===== src/rtl/rf_seq_pkg.sv =====
// Shared types and defaults for the register-file access sequencer.
// Optional write readback check: RF_SEQ_READBACK_CHECK_EN.
package rf_seq_pkg;

    localparam int RF_NREGS = 32;
    localparam int RF_AW    = $clog2(RF_NREGS);
    localparam int RF_DW    = 32;

    typedef enum logic [1:0] {
        OP_WRITE = 2'b00,
        OP_READ  = 2'b01,
        OP_DUMP  = 2'b10,
        OP_CLEAR = 2'b11
    } op_e;

    typedef logic [2:0] state_t;

    localparam state_t ST_IDLE = 3'd0;
    localparam state_t ST_WR   = 3'd1;
    localparam state_t ST_RD   = 3'd2;
    localparam state_t ST_RSP  = 3'd3;
    localparam state_t ST_CLR  = 3'd4;
    localparam state_t ST_DRD  = 3'd5;
    localparam state_t ST_DRSP = 3'd6;
    localparam state_t ST_WCHK = 3'd7;

endpackage


===== src/rtl/rf_seq_rsp_buf.sv =====
// Response holding register: loads a read word, holds it until consumed.
module rf_seq_rsp_buf #(
    parameter int AW = 5,
    parameter int DW = 32
) (
    input  logic          clk,
    input  logic          rst,
    input  logic          load_i,
    input  logic          clr_i,
    input  logic [AW-1:0] addr_i,
    input  logic [DW-1:0] data_i,
    input  logic          last_i,
    output logic          valid_o,
    output logic [AW-1:0] addr_o,
    output logic [DW-1:0] data_o,
    output logic          last_o
);

    logic          valid_q;
    logic [AW-1:0] addr_q;
    logic [DW-1:0] data_q;
    logic          last_q;

    always_ff @(posedge clk) begin
        if (rst || clr_i) begin
            valid_q <= 1'b0;
            addr_q  <= '0;
            data_q  <= '0;
            last_q  <= 1'b0;
        end else if (load_i) begin
            valid_q <= 1'b1;
            addr_q  <= addr_i;
            data_q  <= data_i;
            last_q  <= last_i;
        end
    end

    assign valid_o = valid_q;
    assign addr_o  = addr_q;
    assign data_o  = data_q;
    assign last_o  = last_q;

endmodule


===== src/rtl/rf_access_seq.sv =====
// Debug/boot register-file sequencer: WRITE/READ/DUMP/CLEAR over valid/ready.
// Define RF_SEQ_READBACK_CHECK_EN to add a readback check after each WRITE.
module rf_access_seq
    import rf_seq_pkg::*;
#(
    parameter int NREGS = RF_NREGS,
    parameter int AW    = RF_AW,
    parameter int DW    = RF_DW
) (
    input  logic          clk,
    input  logic          rst,
    input  logic          cmd_valid,
    output logic          cmd_ready,
    input  logic [1:0]    cmd_op,
    input  logic [AW-1:0] cmd_addr,
    input  logic [DW-1:0] cmd_wdata,
    output logic          rsp_valid,
    input  logic          rsp_ready,
    output logic [AW-1:0] rsp_addr,
    output logic [DW-1:0] rsp_data,
    output logic          rsp_last,
    output logic          rf_wr,
    output logic [AW-1:0] rf_wr_addr,
    output logic [DW-1:0] rf_wr_data,
    output logic [AW-1:0] rf_rd_addr,
    input  logic [DW-1:0] rf_rd_data,
    output logic          busy,
    output logic          chk_err
);

    localparam logic [AW:0] LAST_IDX = (AW+1)'(NREGS - 1);

    state_t        state_q, state_d;
    logic [AW:0]   idx_q, idx_d, idx_nxt;
    logic [AW-1:0] addr_q, addr_d;
    logic [AW-1:0] rd_addr_q, rd_addr_d;
    logic [DW-1:0] wdata_q, wdata_d;
    logic [DW-1:0] rd_data_z;
    logic          buf_load, buf_last, rsp_hs;
`ifdef RF_SEQ_READBACK_CHECK_EN
    logic          chk_err_q, chk_err_d;
`endif

    // x0 is architecturally zero regardless of what the array returns
    assign rd_data_z = (rd_addr_q == '0) ? '0 : rf_rd_data;
    assign rsp_hs    = rsp_valid & rsp_ready;
    assign idx_nxt   = idx_q + 1'b1;

    always_comb begin
        state_d   = state_q;
        idx_d     = idx_q;
        addr_d    = addr_q;
        rd_addr_d = rd_addr_q;
        wdata_d   = wdata_q;
        buf_load  = 1'b0;
        buf_last  = 1'b0;
`ifdef RF_SEQ_READBACK_CHECK_EN
        chk_err_d = chk_err_q;
`endif
        unique case (state_q)
            ST_IDLE: begin
                if (cmd_valid) begin
                    addr_d    = cmd_addr;
                    wdata_d   = cmd_wdata;
                    rd_addr_d = cmd_addr;
                    unique case (op_e'(cmd_op))
                        OP_WRITE: state_d = ST_WR;
                        OP_READ:  state_d = ST_RD;
                        OP_DUMP: begin
                            state_d   = ST_DRD;
                            idx_d     = '0;
                            rd_addr_d = '0;
                        end
                        OP_CLEAR: begin
                            state_d = ST_CLR;
                            idx_d   = (AW+1)'(1);
                        end
                    endcase
                end
            end
            ST_WR: begin
`ifdef RF_SEQ_READBACK_CHECK_EN
                state_d = (addr_q != '0) ? ST_WCHK : ST_IDLE;
`else
                state_d = ST_IDLE;
`endif
            end
`ifdef RF_SEQ_READBACK_CHECK_EN
            ST_WCHK: begin
                state_d = ST_IDLE;
                if (rf_rd_data != wdata_q) chk_err_d = 1'b1;
            end
`endif
            ST_RD: begin
                buf_load = 1'b1;
                buf_last = 1'b1;
                state_d  = ST_RSP;
            end
            ST_RSP: begin
                if (rsp_hs) state_d = ST_IDLE;
            end
            ST_DRD: begin
                buf_load = 1'b1;
                buf_last = (idx_q == LAST_IDX);
                state_d  = ST_DRSP;
            end
            ST_DRSP: begin
                if (rsp_hs) begin
                    if (idx_q == LAST_IDX) begin
                        state_d = ST_IDLE;
                    end else begin
                        idx_d     = idx_nxt;
                        rd_addr_d = idx_nxt[AW-1:0];
                        state_d   = ST_DRD;
                    end
                end
            end
            ST_CLR: begin
                if (idx_q == LAST_IDX) state_d = ST_IDLE;
                else idx_d = idx_nxt;
            end
            default: state_d = ST_IDLE;
        endcase
    end

    always_ff @(posedge clk) begin
        if (rst) begin
            state_q   <= ST_IDLE;
            idx_q     <= '0;
            addr_q    <= '0;
            rd_addr_q <= '0;
            wdata_q   <= '0;
        end else begin
            state_q   <= state_d;
            idx_q     <= idx_d;
            addr_q    <= addr_d;
            rd_addr_q <= rd_addr_d;
            wdata_q   <= wdata_d;
        end
    end

`ifdef RF_SEQ_READBACK_CHECK_EN
    always_ff @(posedge clk) begin
        if (rst) chk_err_q <= 1'b0;
        else chk_err_q <= chk_err_d;
    end
    assign chk_err = chk_err_q;
`else
    assign chk_err = 1'b0;
`endif

    rf_seq_rsp_buf #(
        .AW(AW),
        .DW(DW)
    ) u_rsp_buf (
        .clk    (clk),
        .rst    (rst),
        .load_i (buf_load),
        .clr_i  (rsp_hs),
        .addr_i (rd_addr_q),
        .data_i (rd_data_z),
        .last_i (buf_last),
        .valid_o(rsp_valid),
        .addr_o (rsp_addr),
        .data_o (rsp_data),
        .last_o (rsp_last)
    );

    assign cmd_ready  = (state_q == ST_IDLE);
    assign busy       = (state_q != ST_IDLE);
    assign rf_rd_addr = rd_addr_q;
    assign rf_wr      = (state_q == ST_CLR) ||
                        ((state_q == ST_WR) && (addr_q != '0));
    assign rf_wr_addr = (state_q == ST_CLR) ? idx_q[AW-1:0] :
                        (state_q == ST_WR)  ? addr_q : '0;
    assign rf_wr_data = (state_q == ST_WR) ? wdata_q : '0;

endmodule

===== config.mk =====
export PLATFORM = sky130hd
export DESIGN_NAME = rf_access_seq
export DESIGN_NICKNAME = d
export VERILOG_FILES = /design/src/rtl/rf_seq_pkg.sv /design/src/rtl/rf_seq_rsp_buf.sv /design/src/rtl/rf_access_seq.sv
export SDC_FILE = /design/constraint.sdc
export NUM_CORES = 1
export LEC_CHECK = 0
export CAP_MARGIN = 20
export CELL_PAD_IN_SITES_DETAIL_PLACEMENT = 0
export CELL_PAD_IN_SITES_GLOBAL_PLACEMENT = 1
export CORE_ASPECT_RATIO = 1.1
export CORE_MARGIN = 2
export CORE_UTILIZATION = 27
export CTS_CLUSTER_SIZE = 16
export DETAILED_ROUTE_END_ITERATION = 6
export PLACE_DENSITY = 0.79
export SETUP_SLACK_MARGIN = 0.2
export SYNTH_ARGS = -nofsm -noshare
export SYNTH_HDL_FRONTEND = slang
export SYNTH_SLANG_ARGS = --single-unit

===== constraint.sdc =====
create_clock -name clk -period 1.75 [get_ports clk]
set_input_delay 0.175 -clock clk [delete_from_list [all_inputs] [get_ports clk]]
set_output_delay 0.175 -clock clk [all_outputs]
set_load 0.005 [all_outputs]

==> results of run 1 <==
==> path summary, 6_finish.rpt <==
path                          end  cells past startpoint
min                      idx_q[1]                      2
max          u_rsp_buf.data_o[31]                      9
min reg2reg           wdata_q[25]                      2
max reg2reg  u_rsp_buf.data_o[31]                      9
==> through the flow <==
step | std cells | TNS [ps] | worst slack, ps
after floorplan | 474 | 0 | 202
after global placement | 819 | 0 | 31.7
after detailed placement | 819 | -24.6 | -24.6
after CTS | 871 | -185 | -13.3
after global routing | 897 | -3150 | -86.8
final | 897 | -186 | -26.5
==> placed cells by master, fill, tap and decap left out, drive strengths merged, types with 3 or more instances in the layout <==
master         count
nand2b             8
nand2             83
nand3b             3
mux2i              4
clkbuf            21
a21oi             52
clkdlybuf4s50    117
a211oi             4
nor3              12
dfxtp             90
nor2              52
and2              37
a311oi             8
a31oi              4
a22oi             38
nor2b              3
nand3             10
buf              129
inv                6
o21ai              3
==> layer usage <==
| metal | global-route usage | vias up | routed length [µm] |
|---|---|---|---|
| li1 | - | 2095 | - |
| met1 | 0.213 | 2085 | 6280 |
| met2 | 0.329 | 155 | 8460 |
| met3 | 0.0409 | 24 | 791 |
| met4 | 0.0787 | 0 | 340 |
| met5 | 0 | - | 0 |
==> Yosys cell counts (all sizes together), types with 5 or more instances <==
cell,number
a21oi,52
clkbuf,19
nand2,83
and2,37
a22oi,38
a311oi,8
nand2b,8
buf,18
nand3,10
inv,5
nor3,12
dfxtp,90
nor2,52
==> layout make-up <==
type | instances | area, µm²
Clock buffer | 11 | 243
Multi-Input combinational cell | 342 | 2710
Fill cell | 1175 | 5850
Clock inverter | 5 | 62.6
Sequential cell | 90 | 1820
Timing Repair Buffer | 256 | 2970
Inverter | 5 | 18.8
Tap cell | 188 | 235
==> timing repair <==
| action | CTS | global route |
|---|---|---|
| setup endpoints to repair | 126 | 128 |
| buffers inserted | 26 | 15 |
| gates resized for setup | 321 | 143 |
| hold buffers | 0 | 0 |
| pin swaps | 63 | 99 |
| cloned | 10 | 11 |
==> worst max-delay path, delay by kind of cell, from the launching register on <==
family / cells / cell delay (ps)
compound gates: 2 / 220
buf+inv: 5 / 650
simple gates: 2 / 500
flops: 1 / 330
==> power breakdown <==
group | leakage [µW] | switching (µW) | total (µW) | internal [µW]
registers | 0.000737 | 241 | 2550 | 2310
logic | 0.00228 | 1740 | 4010 | 2280
clock network | 0.000142 | 865 | 2020 | 1160
==> registers in the layout, indices dropped and copies added (netlist names) <==
register and flops:
u_rsp_buf.data_o 32, rf_rd_addr 5, u_rsp_buf.last_o 1, state_q 3
u_rsp_buf.addr_o 5, wdata_q 32, idx_q 6, addr_q 5
u_rsp_buf.valid_o 1
==> cell families after synthesis <==
logic type / count (synthesis) / share of synthesized area
adders and majority gates: 1 / 0.00324
DFF: 90 / 0.467
muxes: 4 / 0.0104
other: 1 / 0.000971
xor gates and xnor gates: 3 / 0.00681
buffers and inverters: 42 / 0.0538
AOI/OAI and AO/OA: 117 / 0.198
and+or+nand+nor: 216 / 0.260
==> summary.md, run 1 <==
| Metric | Value |
|---|---|
| Final setup fails | 22 |
| Final WS setup | -26.5 ps |
| Total GRT Usage | 0.184 |
| Post-synth top area share | 0.467 |
| Max frequency | 563 MHz |
| Post-DP Area | 5840 µm² |
| Largest net degree at the start of global routing | 40 |
| Clock sinks | 90 |
| First-pass GRT wire length | 22,300 µm |
| IO Pins | 160 |
| Initial Utilization | 0.278 |
| Initial DRC count | 246 |
| PD cells | 1070 nW/µm² |
| Synth Instances | 474 |
| Routed Antenna Nets | 0 |
| Ys flop type | dfxtp_1 |
| R2R setup slack | -30 ps |
| Worst-skew pair later-pin latency | approximately 350 ps |
| Async SR Flop Fraction | 0 |
| Yosys reg bits | 90 |
| WL final | around 16,000 µm |
| RSZ-0062 raised after global routing | true |
| Worst EP required | 2020 ps |
| Average footprint of a synthesized cell | 8.15 µm² |
| Final nets | 780 |
| GPL Wtd Cong | 0.828 |
| Reg2Reg Launch Point | state_q[0] |
| Peak supply drop | 0.442 mV |
| Synth unique cells | 43 |
| Vias | ~4,400 |
| CP max FO | 8 |
| Initial antenna violation count | 0 |
| Worst Setup SP | state_q[0] |
| Syn. warnings | 0 |
| Status | complete, but fails checks |
| Hold_sp | rst |
| CTS clk-pin slew, worst paths | 70 ps |
| Clk buf depth | 2 |
| Core area | roughly 14,000 µm² |
| Avg WL per Cell | approximately 18 µm |
| # rows | 45 |
| Failing checks | setup timing |
| H-tree Lvls | 3 |
| Clock Tree Root | clkbuf_16 |
| WP data arrival | 2050 ps |
| Crit path capture type | register |
| Top cells by area, synth | dfxtp_1, nand2_1, a22oi_1 |
| Synth Cell Area | 3860 µm² |
| CP max stage delay | approximately 380 ps |
| DRC Markers | 0 |
| IO Port Bufs | 158 |
| Die H | 129 µm |
| Clock Skew | 9.11 ps |
| CTS Buf Count | 9 |
| Fin Hold WS | 279 ps |
| Clock tree from TritonCTS | built |
| Min Clock Period, post-route | 1780 ps |
| Final hold vios | 0 |
| Cell taking the most area after synthesis | dfxtp_1 |
| Net count after synthesis | 550 |
| Final max-slew violation count | 0 |
| Area grow syn2layout | 109% |
| Design Power | 8590 µW |
| Max_cap viols | 0 |
| DR pass1 iterations | 4 |
| Die Width | 118 µm |
| Fin area | 8050 µm² |
| Worst setup path category | register to register |
| Worst hold path type | input pin to register |
| Final Cycle Share | 1.02 |
| Global route overflow | 0 |
| Share of cells above drive strength 1 | 0.475 |
| Vias per cell | between 4 and 5 |
| Seq/Total Area, Yosys | 0.467 |
| Post-synth EDFFs | 0 |
| Vias in the first global route | 4,362 |
| HPWL Detailed | between 8000 and 9000 µm |
| Leak | 0.00316 µW |
| Full die area | 15,300 µm² |
| CP max stage cell | or3b_4 |
| Critical path, cell by cell | buf_6, buf_12, or3b_4, a22oi_2, buf_6, buf_4, buf_12, a22oi_2, nor2_1 |
| Startpoint type of the worst setup path | register |
| Diodes inserted | 0 |
| Fin util | 0.579 |
(Power assumes the default switching activity.)
==> run 2: changes to the inputs <==
Settings changed: CORE_UTILIZATION 27 to 28, GPL_TIMING_DRIVEN set to 0, SYNTH_HIERARCHICAL set to 1.
==> run 2 against run 1 <==
Compared with the run above:
- the run still ends with setup timing left
- design area grew 0.75%
- global-route usage decreased by 0.076 points
- clock-buffer cell count rose by 2
- maximum frequency is 7.7% lower
- register-to-register slack got worse by 80 ps
- critical path type is now register to primary output
- critical endpoint is now rf_wr_data[30]
==> summary.md, run 2 <==
| Metric | Value |
|---|---|
| Global route overflow | 0 (unchanged) |
| Clock Tree Root | clkbuf_16 (unchanged) |
| Post-synthesis mux area share | 0.0932 (was 0.0104) |
| Worst hold path type | input pin to register (unchanged) |
| Initial DRC count | 137 (was 246) |
| Post-synthesis compound-gate area fraction | 0.129 (was 0.198) |
| Synth unique cells | 49 (was 43) |
| Top Family by Delay on Critical Path | buffers and inverters (unchanged) |
| WL final | 15,600 µm (was 15,900 µm) |
| Synth Cell Area | 4190 µm² (was 3860 µm²) |
| Total GRT Usage | 0.183 (was 0.184) |
| GPL Wtd Cong | 0.818 (was 0.828) |
| CTS Buf Count | 9 (unchanged) |
| Final Cycle Share | 1.10 (was 1.02) |
| Crit path capture type | primary output (was register) |
| Critical path, cell by cell | buf_6, nor2b_4, nor2b_4, buf_12, buf_12, buf_6, buf_8, and2_4, buf_6 (was buf_6, buf_12, or3b_4, a22oi_2, buf_6, buf_4, buf_12, a22oi_2, nor2_1) |
| Post-CTS Hold Buffers | 0 (unchanged) |
| Clock Skew | 6.69 ps (was 9.11 ps) |
| Diodes inserted | 0 (unchanged) |
| Initial Utilization | 0.289 (was 0.278) |
| Min Clock Period, post-route | 1920 ps (was 1780 ps) |
| CP max FO | 5 (was 8) |
| FILL cells | 1,276 (was 1,175) |
| WP data arrival | 1750 ps (was 2050 ps) |
| Net count after synthesis | 578 (was 550) |
| Commonest non-fill, non-tap cells in the layout | clkdlybuf4s50_1, dfxtp_1, nand2_1 (was clkdlybuf4s50_1, dfxtp_1, buf_6) |
| Vias per cell | 4.70 (was 4.86) |
| Clk buf depth | 2 (unchanged) |
| CTS clk-pin slew, worst paths | 60 ps (was 70 ps) |
| Die Width | 121 µm (was 118 µm) |
| Status | complete, but fails checks (unchanged) |
| Failing checks | setup timing (unchanged) |
| CP max stage delay | 350 ps (was 380 ps) |
| Placed insts | 852 (was 819) |
| # rows | 46 (was 45) |
| Area grow syn2layout | 93.8% (was 109%) |
| H-tree Lvls | 3 (unchanged) |
| Die H | 132 µm (was 129 µm) |
| Final nets | 817 (was 780) |
| IO Port Bufs | 158 (unchanged) |
| Initial antenna violation count | 0 (unchanged) |
| PD cells | 1410 nW/µm² (was 1070 nW/µm²) |
| Post-synth EDFFs | 0 (unchanged) |
| Top cells by area, synth | dfxtp_1, mux2i_1, nand2_1 (was dfxtp_1, nand2_1, a22oi_1) |
| Post-Synth Simple-Gate Area | 0.277 (was 0.260) |
| DR pass1 iterations | 4 (unchanged) |
| Buf/Inv on CP | 6 (was 5) |
| Routed Antenna Nets | 0 (unchanged) |
| Syn. warnings | 6 (was 0) |
| Worst-skew pair later-pin latency | 330 ps (was 350 ps) |
| HPWL Detailed | 9660 µm (was 8340 µm) |
| Max frequency | 520 MHz (was 563 MHz) |
| First-pass GRT wire length | 23,400 µm (was 22,300 µm) |
| Worst setup path category | register to primary output (was register to register) |
| Full die area | 16,000 µm² (was 15,300 µm²) |
| IO Pins | 160 (unchanged) |
| Commonest non-fill, non-tap cell in the layout | clkdlybuf4s50_1 (unchanged) |
| Avg WL per Cell | 16.6 µm (was 17.7 µm) |
| Most frequent CP cell | buf_6 |
| Worst EP required | 1570 ps (was 2020 ps) |
| Post-synth top area share | 0.430 (was 0.467) |
| Core area | 14,500 µm² (was 13,900 µm²) |
| CP max stage cell | dfxtp_4 (was or3b_4) |
| Async SR Flop Fraction | 0 (unchanged) |
| Worst slew pin tran | ~740 ps |
| Average footprint of a synthesized cell | 8.34 µm² (was 8.15 µm²) |
| Share of cells above drive strength 1 | 0.419 (was 0.475) |
| Fin Hold WS | 399 ps (was 279 ps) |
| Rel. slew slack | 0.506 |
| Seq/Total Area, Yosys | 0.430 (was 0.467) |
| Main combinational cell family by area after synthesis | simple AND/OR/NAND/NOR gates (unchanged) |
| Final WS setup | -174 ps (was -26.5 ps) |
| Final max-slew violation count | 0 (unchanged) |
| XOR/XNOR share of the synthesized area | 0.00837 (was 0.00680) |
| Clock sinks | 90 (unchanged) |
| RSZ-0062 raised after global routing | true (unchanged) |
| Final hold vios | 0 (unchanged) |
| Vias in the first global route | 4,484 (was 4,362) |
| Vias | 4,408 (was 4,359) |
| Ys flop type | dfxtp_1 (unchanged) |
| Peak supply drop | 0.572 mV (was 0.442 mV) |
| Largest net degree at the start of global routing | 14 (was 40) |
| Synth Instances | 502 (was 474) |
| Leak | 0.00320 µW (was 0.00316 µW) |
| Clock tree from TritonCTS | built (unchanged) |
| DRC Markers | 0 (unchanged) |
| Max_cap viols | 0 (unchanged) |
| Final cell count without fillers | 937 (was 897) |
| Yosys reg bits | 90 (unchanged) |
| Post-Synth Adder-Cell Area | 0.00299 (was 0.00324) |
| Startpoint type of the worst setup path | register (unchanged) |
| Final setup fails | 75 (was 22) |
| Synth top cells by count | dfxtp_1, nand2_1, nor2_1 (was dfxtp_1, nand2_1, a21oi_1, nor2_1) |
| Cell taking the most area after synthesis | dfxtp_1 (unchanged) |
[run 2: changes by cell type after synthesis, sizes merged, moves of 4 or more]
cell / delta
a21oi: -5
a22oi: -33
inv: -4
nand2: +7
nand3: -4
nor3: -7
a311oi: -5
mux2i: +35
nor2b: +35
[run 2: per-stage QoR]
| stage | setup TNS, ps | power, µW | setup WS, ps | util | instance area, µm² |
|---|---|---|---|---|---|
| after floorplan | 0 | 4800 | 182 | - | 4230 |
| after global placement | -32380 | 6100 | -730 | 0.417 | 6050 |
| after detailed placement | -32630 | 6170 | -760 | 0.417 | 6050 |
| after CTS | -3080 | 10800 | -191 | 0.534 | 7750 |
| after global routing | -10140 | 12000 | -212 | 0.559 | 8110 |
| final | -5400 | 11400 | -174 | 0.559 | 8110 |
[run 2: report_power, final]
group / internal (µW) / switching, µW
sequential: 2440 / 263
clock: 1110 / 792
combinational: 3910 / 2890
[run 2: final cells by class]
cell class	count	area [µm²]	area share
clock inverters	2	38.8	0.00478
plain buffers	37	453	0.0558
flip-flops and latches	90	1820	0.225
well taps	192	240	0.0296
multi-input cells	372	2860	0.352
clock buffers	13	240	0.0296
repair buffers	228	2440	0.301
inverters	3	16.3	0.00200
[run 2: path summary, 6_finish.rpt]
check                     start                   to  slack [ps]  cells after the start
setup / recovery     state_q[0]       rf_wr_data[30]        -170                      9
hold / removal    cmd_wdata[29]          wdata_q[29]         400                      3
setup reg to reg     state_q[0]  u_rsp_buf/addr_o[0]        -110                     11
hold reg to reg        idx_q[5]             idx_q[5]         460                      1
[run 2: routing by layer]
metal  wire, µm  vias to the layer above  global-route usage  share of wire
li1           -                     2152                   -              -
met1       6580                     2077               0.229           0.42
met2       7770                      157               0.315           0.50
met3        952                       22              0.0433          0.061
met4        269                        0              0.0465          0.017
met5          0                        -                   0              0
[run 2: what timing repair did]
item | CTS | global route
pin swaps | 61 | 41
buffers inserted | 53 | 6
resized for setup | 384 | 76
gates cloned | 10 | 1
endpoints found under the setup margin | 130 | 130
[run 2: cells by family after synthesis]
logic type      count (synthesis)
fa+ha+maj                       1
simple gates                  243
other cells                     1
xor+xnor                        4
flops                          90
compound gates                 84
buf+inv                        40
mux                            39
[run 2: worst min-delay path, stage by stage]
cell,delay [ps]
clkdlybuf4s50_1,410
nand2_2,60
a21oi_2,40
